<file path="config.mk">
export PLATFORM = sky130hd
export DESIGN_NAME = line_cmd_queue
export DESIGN_NICKNAME = d
export VERILOG_FILES = /design/src/rtl/line_cmd_queue.sv
export SDC_FILE = /design/constraint.sdc
export NUM_CORES = 1
export LEC_CHECK = 0
export ABC_AREA = 0
export ABC_CLOCK_PERIOD_IN_PS = 13000
export CAP_MARGIN = 5
export CORE_UTILIZATION = 60
export CTS_CLUSTER_DIAMETER = 50
export DETAILED_ROUTE_END_ITERATION = 10
export GPL_ROUTABILITY_DRIVEN = 0
export PLACE_DENSITY = 0.78
export SLEW_MARGIN = 5
export SYNTH_ARGS = -nofsm -noshare
export SYNTH_HDL_FRONTEND = slang
export SYNTH_SLANG_ARGS = --single-unit
</file>
<file path="constraint.sdc">
create_clock -name clk -period 13 [get_ports clk]
set_clock_uncertainty 0.15 [all_clocks]
set_input_delay 1.3 -clock clk [delete_from_list [all_inputs] [get_ports clk]]
set_output_delay 1.3 -clock clk [all_outputs]
set_load 0.02 [all_outputs]
</file>
<file path="src/rtl/line_cmd_queue.sv">
// Line command queue: buffers {x0,y0,x1,y1,color} commands from the host and
// issues them one at a time to the line drawer. It uses the drawer's busy
// output as the completion handshake.
module line_cmd_queue #(
  parameter int WIDTH_BITS = 6,
  parameter int COLOR_BITS = 8,
  parameter int DEPTH_BITS = 4
) (
  input  logic                         clk,
  input  logic                         reset,
  input  logic                         push,
  input  logic signed [WIDTH_BITS:0]   in_x0,
  input  logic signed [WIDTH_BITS:0]   in_y0,
  input  logic signed [WIDTH_BITS:0]   in_x1,
  input  logic signed [WIDTH_BITS:0]   in_y1,
  input  logic        [COLOR_BITS-1:0] in_color,
  output logic                         full,
  output logic        [DEPTH_BITS:0]   level,
  output logic                         overflow,
  output logic signed [WIDTH_BITS:0]   x0,
  output logic signed [WIDTH_BITS:0]   y0,
  output logic signed [WIDTH_BITS:0]   x1,
  output logic signed [WIDTH_BITS:0]   y1,
  output logic        [COLOR_BITS-1:0] color,
  output logic                         start,
  input  logic                         line_busy,
  output logic        [15:0]           lines_done,
  output logic                         idle
);

  localparam int CW    = WIDTH_BITS + 1;
  localparam int EW    = 4 * CW + COLOR_BITS;
  localparam int DEPTH = 2 ** DEPTH_BITS;
  localparam logic [DEPTH_BITS:0] LEVEL_FULL = {1'b1, {DEPTH_BITS{1'b0}}};

  typedef enum logic [1:0] {
    S_IDLE,
    S_ISSUE,
    S_WAIT_BUSY,
    S_WAIT_DONE
  } state_t;

  state_t                  state_q;
  logic [EW-1:0]           mem_q [DEPTH];
  logic [DEPTH_BITS-1:0]   wr_ptr_q;
  logic [DEPTH_BITS-1:0]   rd_ptr_q;
  logic [DEPTH_BITS:0]     level_q;
  logic [DEPTH_BITS:0]     level_d;
  logic                    overflow_q;
  logic signed [WIDTH_BITS:0] x0_q, y0_q, x1_q, y1_q;
  logic [COLOR_BITS-1:0]   color_q;
  logic                    start_q;
  logic [15:0]             lines_done_q;
  logic                    push_ok;
  logic                    pop;
  logic [EW-1:0]           head;

  // Accept/pop decisions come from registered state only, so nothing falls through.
  always_comb begin
    full    = (level_q == LEVEL_FULL);
    push_ok = push && !full;
    pop     = (state_q == S_IDLE) && (level_q != '0) && !line_busy;
    head    = mem_q[rd_ptr_q];
    level_d = level_q;
    if (push_ok && !pop) begin
      level_d = level_q + 1'b1;
    end else if (!push_ok && pop) begin
      level_d = level_q - 1'b1;
    end
  end

  // FIFO pointers, occupancy and sticky overflow flag.
  always_ff @(posedge clk) begin
    if (reset) begin
      wr_ptr_q   <= '0;
      rd_ptr_q   <= '0;
      level_q    <= '0;
      overflow_q <= 1'b0;
    end else begin
      if (push_ok) begin
        wr_ptr_q <= wr_ptr_q + 1'b1;
      end
      if (pop) begin
        rd_ptr_q <= rd_ptr_q + 1'b1;
      end
      level_q <= level_d;
      if (push && full) begin
        overflow_q <= 1'b1;
      end
    end
  end

  // Entry storage; contents need no reset because the pointers gate every read.
  always_ff @(posedge clk) begin
    if (push_ok) begin
      mem_q[wr_ptr_q] <= {in_x0, in_y0, in_x1, in_y1, in_color};
    end
  end

  // Issue sequencer: pop, pulse start, then follow the drawer's busy rise and fall.
  always_ff @(posedge clk) begin
    if (reset) begin
      state_q      <= S_IDLE;
      x0_q         <= '0;
      y0_q         <= '0;
      x1_q         <= '0;
      y1_q         <= '0;
      color_q      <= '0;
      start_q      <= 1'b0;
      lines_done_q <= '0;
    end else begin
      case (state_q)
        S_IDLE: begin
          if (pop) begin
            {x0_q, y0_q, x1_q, y1_q, color_q} <= head;
            start_q <= 1'b1;
            state_q <= S_ISSUE;
          end
        end
        S_ISSUE: begin
          start_q <= 1'b0;
          state_q <= S_WAIT_BUSY;
        end
        S_WAIT_BUSY: begin
          if (line_busy) begin
            state_q <= S_WAIT_DONE;
          end
        end
        S_WAIT_DONE: begin
          if (!line_busy) begin
            lines_done_q <= lines_done_q + 16'd1;
            state_q      <= S_IDLE;
          end
        end
        default: state_q <= S_IDLE;
      endcase
    end
  end

  assign level      = level_q;
  assign overflow   = overflow_q;
  assign x0         = x0_q;
  assign y0         = y0_q;
  assign x1         = x1_q;
  assign y1         = y1_q;
  assign color      = color_q;
  assign start      = start_q;
  assign lines_done = lines_done_q;
  assign idle       = (state_q == S_IDLE) && (level_q == '0) && !line_busy;

endmodule

</file>
# --- Yosys cells after proc, flatten, opt, wreduce, memory -nomap -nowiden ---
# Memories as Yosys holds them, arrays and structs flattened. A register that Yosys moved wholly into a read port is not among the register bits.
# Cells that the tools add are included.
classes:
  mux: 10
  bitwise_logic: 1
  addsub: 5
  n_reduce_logical: 21
  shifts: 0
  order_cmp: 0
  n_eq_ne: 7
  multipliers: 0
  div: 0
op_table:
  columns: ["op", "count"]
  rows:
  - ["$add 16x1->16 const B", 1]
  - ["$mux 5", 2]
  - ["$add 4x1->4 const B", 2]
  - ["$logic_and 1x1->1", 8]
  - ["$pmux 2 s4", 1]
  - ["$mux 2", 3]
  - ["$ne 2x2->1 const B", 3]
  - ["$reduce_and 2->1", 3]
  - ["$add 5x1->5 const B", 1]
  - ["$eq 5x5->1 const B", 1]
  - ["$logic_not 5->1", 1]
  - ["$reduce_bool 5->1", 1]
  - ["$sub 5x1->5 const B", 1]
  - ["$eq 2x2->1 const B", 2]
  - ["$logic_not 1->1", 4]
  - ["$reduce_bool 2->1", 2]
  - ["$mux 1", 3]
  - ["$reduce_and 3->1", 1]
  - ["$eq 2x1->1 const B", 1]
  - ["$logic_not 2->1", 1]
  - ["$pmux 1 s2", 1]
  - ["$not 1->1", 1]
totals:
  wordCells: 52
  output_inout_bits: 61
  romBits: 0
  latch_bits: 0
  input_bits: 40
  memories: 1
  reg_bits: 33
  ram_bits: 576
mem_list:
  columns: ["name", "words", "word_bits", "rd", "rd_ports_with_merged_regs", "write_ports", "line_no", "rtl"]
  rows:
  - ["mem_q", 16, 36, 1, 1, 1, "44", "logic [EW-1:0] mem_q [DEPTH];"]

# --- Logic depth before layout (Yosys ltp) ---
# Gate-level depths: netlist of run 1.
logic_depth:
  ltp_word: 7
  ltp_mapped: 13

# --- Least setup slack after synthesis of run 1 ---
# Ideal clock, no wire load.
synth_path:
  path_kind: "input to register"
  from: "input port push"
  to: "memory mem_q[0][0] (netlist bit) (enable)"
  t_arrival_ns: 4.339
  setup_ns: 0.474
  n_path_buf: 0
  setup_slack_ns: 8.037
  cell_stages: 3
  cell_sequence: "a21boi_1 -> nand2_1 -> nor3_1"
synth_between:
  elab_chain_cells: 3
synth_rtl:
  columns: ["item", "line_no", "rtl"]
  rows:
  - ["start: declaration", "11", "input logic push,"]
  - ["$logic_and 1x1->1", "61", "push_ok = push && !full;"]
  - ["$mux 1", "95", "if (push_ok) begin"]
  - ["$mux 1 (not written as such)", "96", "mem_q[wr_ptr_q] <= {in_x0, in_y0, in_x1, in_y1, in_color};"]
  - ["end: declaration", "44", null]
# Every way passes these cells.

==> results of run 1 <==
sequential cells by signal (all words and copies together), names as in the netlist, 5 cells and up:
| register | flops |
|---|---|
| color | 8 |
| level | 5 |
| lines_done | 16 |
| mem_q | 576 |
| x0 | 7 |
| x1 | 7 |
| y0 | 7 |
| y1 | 7 |
logic make-up after synthesis:
group,after synthesis,share of synthesized area (%)
AND/OR/NAND/NOR,146,3.35
multiplexers,225,15.9
AO/OA/AOI/OAI,71,2.68
adder cells (fa/ha/maj),16,0.834
XOR/XNOR,19,0.669
buffers and inverters,74,1.54
flip-flops,645,75.0
power breakdown:
group / switching, mW / leakage [nW] / internal, mW
Sequential: 0.0872 / 5.77 / 2.37
Clock: 0.770 / 1.08 / 1.14
Combinational: 0.446 / 2.09 / 0.363
how the worst min path moves through the flow:
stage / from / end / slack, ps / depth (start not counted)
final: overflow$_SDFFE_PP0P_ / overflow$_SDFFE_PP0P_ / 330 / 2
after global routing: overflow$_SDFFE_PP0P_ / overflow$_SDFFE_PP0P_ / 360 / 2
after CTS: overflow$_SDFFE_PP0P_ / overflow$_SDFFE_PP0P_ / 330 / 2
after detailed placement: overflow$_SDFFE_PP0P_ / overflow$_SDFFE_PP0P_ / 320 / 2
after global placement: overflow$_SDFFE_PP0P_ / overflow$_SDFFE_PP0P_ / 310 / 2
after floorplan: state_q[1]$_SDFFE_PP0P_ / state_q[1]$_SDFFE_PP0P_ / 330 / 2
worst max-delay path: stages (launching register included):
cell      delay [ps]
dfxtp_4          560
buf_4            700
buf_4            850
buf_4            910
mux4_2           610
mux2i_1          280
o221ai_2         140
per-stage QoR:
stage	hold WS, ps	area, um^2	worst slack, ps	power [mW]
after floorplan	333	24900	8040	3.02
after global placement	309	26500	8550	3.27
after detailed placement	316	26500	8380	3.30
after CTS	333	28700	8390	5.20
after global routing	358	28700	8160	5.33
final	332	28700	8530	5.17
metal layers:
metal	vias up	share of wire, %	global-route usage, %	wire (um)
li1	5196	-	-	-
met1	6358	40	36.7	21200
met2	643	49	41.9	26100
met3	95	9.3	5.56	4950
met4	4	2.2	8.60	1180
met5	-	0.047	0	25
final cells by class:
class                           count  area (um^2)
Inverter                            9         33.8
Clock inverter                     36          368
Antenna cell                        1         2.50
Clock buffer                       84         1820
Timing Repair Buffer              126         1190
Tap cell                          532          666
Sequential cell                   645        18700
Fill cell                        2388        12100
Multi-Input combinational cell    477         5940
layout by cell type (no fill, tap or decap), types with 5 or more instances in the layout:
master,instances
nor2_1,33
nand3_1,6
o21ai_0,7
o221ai_2,20
dfxtp_1,66
mux2i_1,88
clkinv_1,11
o22ai_1,8
xor2_1,15
clkbuf_1,11
mux4_2,136
nand4_1,6
clkinv_2,12
bufinv_16,7
edfxtp_1,576
a211oi_1,5
nor2_4,12
nand3b_1,37
clkbuf_16,69
buf_4,26
inv_1,7
a21oi_1,8
nor3_1,6
o221ai_1,12
ha_1,15
clkdlybuf4s50_1,99
nand2_1,14
==> flow_summary_export.csv, run 1 <==
group,metric,value,unit
clocking,root_buffer,"clkbuf_16",
worst_setup_path,worstReg2RegStart,"rd_ptr_q[1]$_SDFFE_PP0P_",
timing,setup_tns,0,ps
route,remaining_drc_errors,0,
job,maxCapViolCount,0,
global_routing,grt_max_degree,78,
logic_synthesis,synthDistinctLibCells,49,
logic_synthesis,yosys-top-cells-area,"edfxtp_1, mux4_2, dfxtp_1",
die,dieArea,42300,um^2
worst_setup_path,crit_path_end,"color[5]$_SDFFE_PP0P_",
logic_synthesis,syn_nets,1252,
timing,rsz0062_at_grt,"no",
worst_setup_path,cp.required,13280,ps
timing,hold_viol,0,
die,io-pin-count,101,
placement,place_inst,1789,
clocking,cts_setup_buffers,0,
logic_synthesis,yosysMostFrequentCell,"edfxtp_1",
logic_synthesis,syn-cell-area,24900,um^2
worst_setup_path,arrival,4750,ps
worst_setup_path,rrSetupSlack,8530,ps
die,core,40800,um^2
timing,slew_viol_final,0,
worst_setup_path,rr_endpoint,"color[5]$_SDFFE_PP0P_",
clocking,clk_latency,590,ps
logic_synthesis,synth_edf_count,576,
die,initial_core_util,61.0,%
route,ant_nets,0,
cells_and_area,layout.nets,1381,
timing,setup_viol,0,
clocking,cts_tree,"done",
power_and_ir_drop,ir_drop,0.141,mV
clocking,cts_resized,0,
logic_synthesis,synth.top_cell.area_share,69.5,%
route,first_iter_violations,1212,
logic_synthesis,ys_seq_area_share,75.0,%
logic_synthesis,ys_top_cells_by_count,"edfxtp_1, mux4_2, mux2i_1",
cells_and_area,drive_gt1_share,22.5,%
worst_hold_path,min-delay-path-class,"reg -> reg",
clocking,cts_hold_buf,0,
route,wl,53.5,mm
cells_and_area,fin_cells,1910,
global_routing,gr-total-overflow,0,
global_routing,grt_first_pass_wirelength,78.9,mm
worst_setup_path,reg2reg_depth,6,
timing,fin_crit_sh,34.4,%
clocking,htreeDepth,3,
global_routing,grt_pass1_vias,12633,
route,firstDrtPassIters,7,
route,routed_via_density,6.44,
logic_synthesis,syn_avg_cell_area,20.8,um^2
worst_setup_path,cp_max_fo,51,
timing,fmaxAchievable,224,MHz
power_and_ir_drop,p_leak,8.94,nW
route,vias,12296,
timing,period_needed,4470,ps
clocking,cts_buffer_depth,3,
clocking,clk_pin_slew_worst_paths,60,ps
route,wire_per_inst,28.0,um
die,die_height,206,um
logic_synthesis,ys.flop_type,"edfxtp_1",
placement,hpwl,24.7,mm
timing,worst_pin_slew,1040,ps
logic_synthesis,async_flop_share,0,%
logic_synthesis,yosys_warnings,0,
logic_synthesis,synth_top_cell_by_area,"edfxtp_1",
worst_setup_path,worst-setup-path-type,"reg -> reg",
worst_setup_path,start_kind,"flip-flop",
global_routing,grt_antenna_before_repair,3,
die,die_w,206,um
global_routing,grt_use_total,26.3,%
clocking,cts_made_buffers,66,
run_status,status,"complete, no violations",
cells_and_area,postLayoutCoreUtil,70.3,%
clocking,clkSinkCount,645,
logic_synthesis,synthCells,1196,
worst_setup_path,cp-end-kind,"flip-flop",
placement,io_buffers,100,
power_and_ir_drop,power.density,180,nW/um^2
die,num_rows,74,
worst_setup_path,critPathLaunch,"rd_ptr_q[1]$_SDFFE_PP0P_",
cells_and_area,area_growth,15.4,%
timing,relSlewSlack,30.7,%
logic_synthesis,ys_ff_latch,645,
Note: power is estimated with default switching activity, not from simulation.
==> run 2: changes to the inputs <==
--- a/config.mk
+++ b/config.mk
@@ -6,7 +6,7 @@
 export NUM_CORES = 1
 export LEC_CHECK = 0
 export ABC_AREA = 0
-export ABC_CLOCK_PERIOD_IN_PS = 13000
+export ABC_CLOCK_PERIOD_IN_PS = 4700
 export CAP_MARGIN = 5
 export CORE_UTILIZATION = 60
 export CTS_CLUSTER_DIAMETER = 50
==> constraint.sdc (replaced) <==
create_clock -name clk -period 4.7 [get_ports clk]
set_clock_uncertainty 0.15 [all_clocks]
set_input_delay 0.47 -clock clk [delete_from_list [all_inputs] [get_ports clk]]
set_output_delay 0.47 -clock clk [all_outputs]
set_load 0.02 [all_outputs]
==> run 2 against run 1 <==
Against the previous run: non-clock buffer count is 7 higher; sequential cell count stayed put; worst setup slack worse by 7200 ps; critical path depth is 2 higher; critical path type unchanged; power grew to 2.8 times the previous value; clock-buffer cell count is 11 higher; cell count is 0.52% higher.
==> flow_summary_export.csv, run 2 (synthesized netlist as in run 1, its figures left out) <==
group,metric,value,unit
worst_hold_path,hold_start,"overflow$_SDFFE_PP0P_",
worst_setup_path,cp_max_fo,39,
power_and_ir_drop,p_comb_share,15.3,%
route,firstDrtPassIters,5,
cells_and_area,largest_reg_flops,576,
power_and_ir_drop,ir_drop,0.402,mV
route,wire_per_inst,26.4,um
global_routing,grt_use_total,24.7,%
clocking,root_buffer,"clkbuf_16",
clocking,clk_latency,580,ps
clocking,cts_tree,"done",
power_and_ir_drop,p_sw_share,25.3,%
timing,setup_tns,0,ps
cells_and_area,drive_gt1_share,23.0,%
timing,hold_viol,0,
run_status,status,"complete, no violations",
route,wl,50.6,mm
global_routing,grt_pass1_vias,12555,
power_and_ir_drop,fin_total_pwr,14.3,mW
clocking,clk_pin_slew_worst_paths,60,ps
route,routed_via_density,6.36,
die,initial_core_util,61.0,%
route,vias,12207,
global_routing,gr-total-overflow,0,
die,dieArea,42300,um^2
worst_setup_path,slowest_stage,"or3_2",
clocking,cts_resized,0,
worst_setup_path,worstReg2RegStart,"state_q[1]$_SDFFE_PP0P_",
power_and_ir_drop,p_leak,9.01,nW
cells_and_area,layout_commonest_cell,"edfxtp_1",
clocking,clkSinkCount,645,
power_and_ir_drop,power.density,496,nW/um^2
timing,finalHoldWorstSlack,317,ps
die,io-pin-count,101,
timing,slew_viol_final,0,
cells_and_area,layout.nets,1389,
cells_and_area,final_cell_mix,"edfxtp_1, mux4_2, clkdlybuf4s50_1, mux2i_1, clkbuf_16",
placement,hpwl,28.0,mm
worst_setup_path,cp.required,4940,ps
clocking,cts_buffer_depth,3,
power_and_ir_drop,power_switching,3.62,mW
die,core,40800,um^2
power_and_ir_drop,p_int,10.7,mW
power_and_ir_drop,power_frac_clock,36.8,%
global_routing,grt_antenna_before_repair,1,
timing,worst_pin_slew,1170,ps
global_routing,grt_first_pass_wirelength,76.0,mm
job,maxCapViolCount,0,
die,die_w,206,um
cells_and_area,regMostFlops,"mem_q",
timing,relSlewSlack,22.0,%
clocking,cts_hold_buf,0,
placement,io_buffers,100,
worst_hold_path,min-delay-path-class,"reg -> reg",
power_and_ir_drop,p_seq_share,47.9,%
route,first_iter_violations,1007,
global_routing,grt_max_degree,106,
worst_setup_path,crit_chain,"inv_1 -> ha_1 -> nor2b_4 -> a21boi_4 -> inv_2 -> buf_4 -> or3_2 -> o221ai_1",
cells_and_area,final_area,28900,um^2
worst_setup_path,cpPeakStageDelay,1030,ps
clocking,cts_setup_buffers,0,
clocking,cts_made_buffers,67,
worst_setup_path,worst-setup-path-type,"reg -> reg",
die,die_height,206,um
cells_and_area,num_antenna_cells,0,
route,remaining_drc_errors,0,
cells_and_area,postLayoutCoreUtil,70.7,%
route,ant_nets,0,
cells_and_area,fill_cells,2364,
timing,fmaxAchievable,300,MHz
worst_setup_path,cp-end-kind,"flip-flop",
timing,fin_crit_sh,70.8,%
die,num_rows,74,
placement,post_dp_cell_area,26600,um^2
timing,period_needed,3330,ps
cells_and_area,area_growth,15.9,%
worst_setup_path,critPathLaunch,"state_q[1]$_SDFFE_PP0P_",
timing,rsz0062_at_grt,"no",
clocking,htreeDepth,3,
timing,setup_viol,0,
worst_setup_path,arrival,3570,ps
worst_setup_path,start_kind,"flip-flop",
run 2: critical path: cells and delay by family (launching register included):
| family | cells | cell delay, ps |
|---|---|---|
| flip-flops | 1 | 390 |
| AND/OR/NAND/NOR | 2 | 1170 |
| AO/OA/AOI/OAI | 2 | 480 |
| adder cells (fa/ha/maj) | 1 | 220 |
| buffers and inverters | 3 | 700 |
run 2: area by class of cell:
class,count,area [um^2],share of cell area [%]
flip-flops and latches,645,18700,64.8
repair buffers,133,1310,4.53
well taps,532,666,2.31
multi-input cells,477,5940,20.6
inverters,9,33.8,0.117
clock buffers,95,1940,6.71
clock inverters,29,288,0.997
run 2: worst paths after layout:
kind,end,slack (ps),cells past startpoint
worst min-delay path,overflow$_SDFFE_PP0P_,320,2
worst max-delay path,x0[2]$_SDFFE_PP0P_,1370,8
worst max register to register,x0[2]$_SDFFE_PP0P_,1370,8
worst min register to register,overflow$_SDFFE_PP0P_,320,2
run 2: stage by stage:
step	worst slack [ps]	instances
after floorplan	338	1196
after global placement	1160	1796
after detailed placement	1120	1796
after CTS	1430	1920
after global routing	1260	1920
final	1370	1920
run 2: power groups by stage:
stage | Clock [mW] | Combinational (mW) | Sequential [mW]
2_1_floorplan | 0 | 1.41 | 6.93
3_3_place_gp | 0 | 2.12 | 6.94
3_5_place_dp | 0 | 2.17 | 6.96
4_1_cts | 5.34 | 2.20 | 6.85
5_1_grt | 5.56 | 2.33 | 6.88
6_report | 5.26 | 2.19 | 6.85
run 2: layer usage:
metal	up-vias	part of all wire (%)	GRT usage, %
met1	6376	41	34.9
li1	5212	-	-
met2	539	49	39.2
met4	2	1.8	6.69
met5	-	0.018	0
met3	78	8.7	5.78
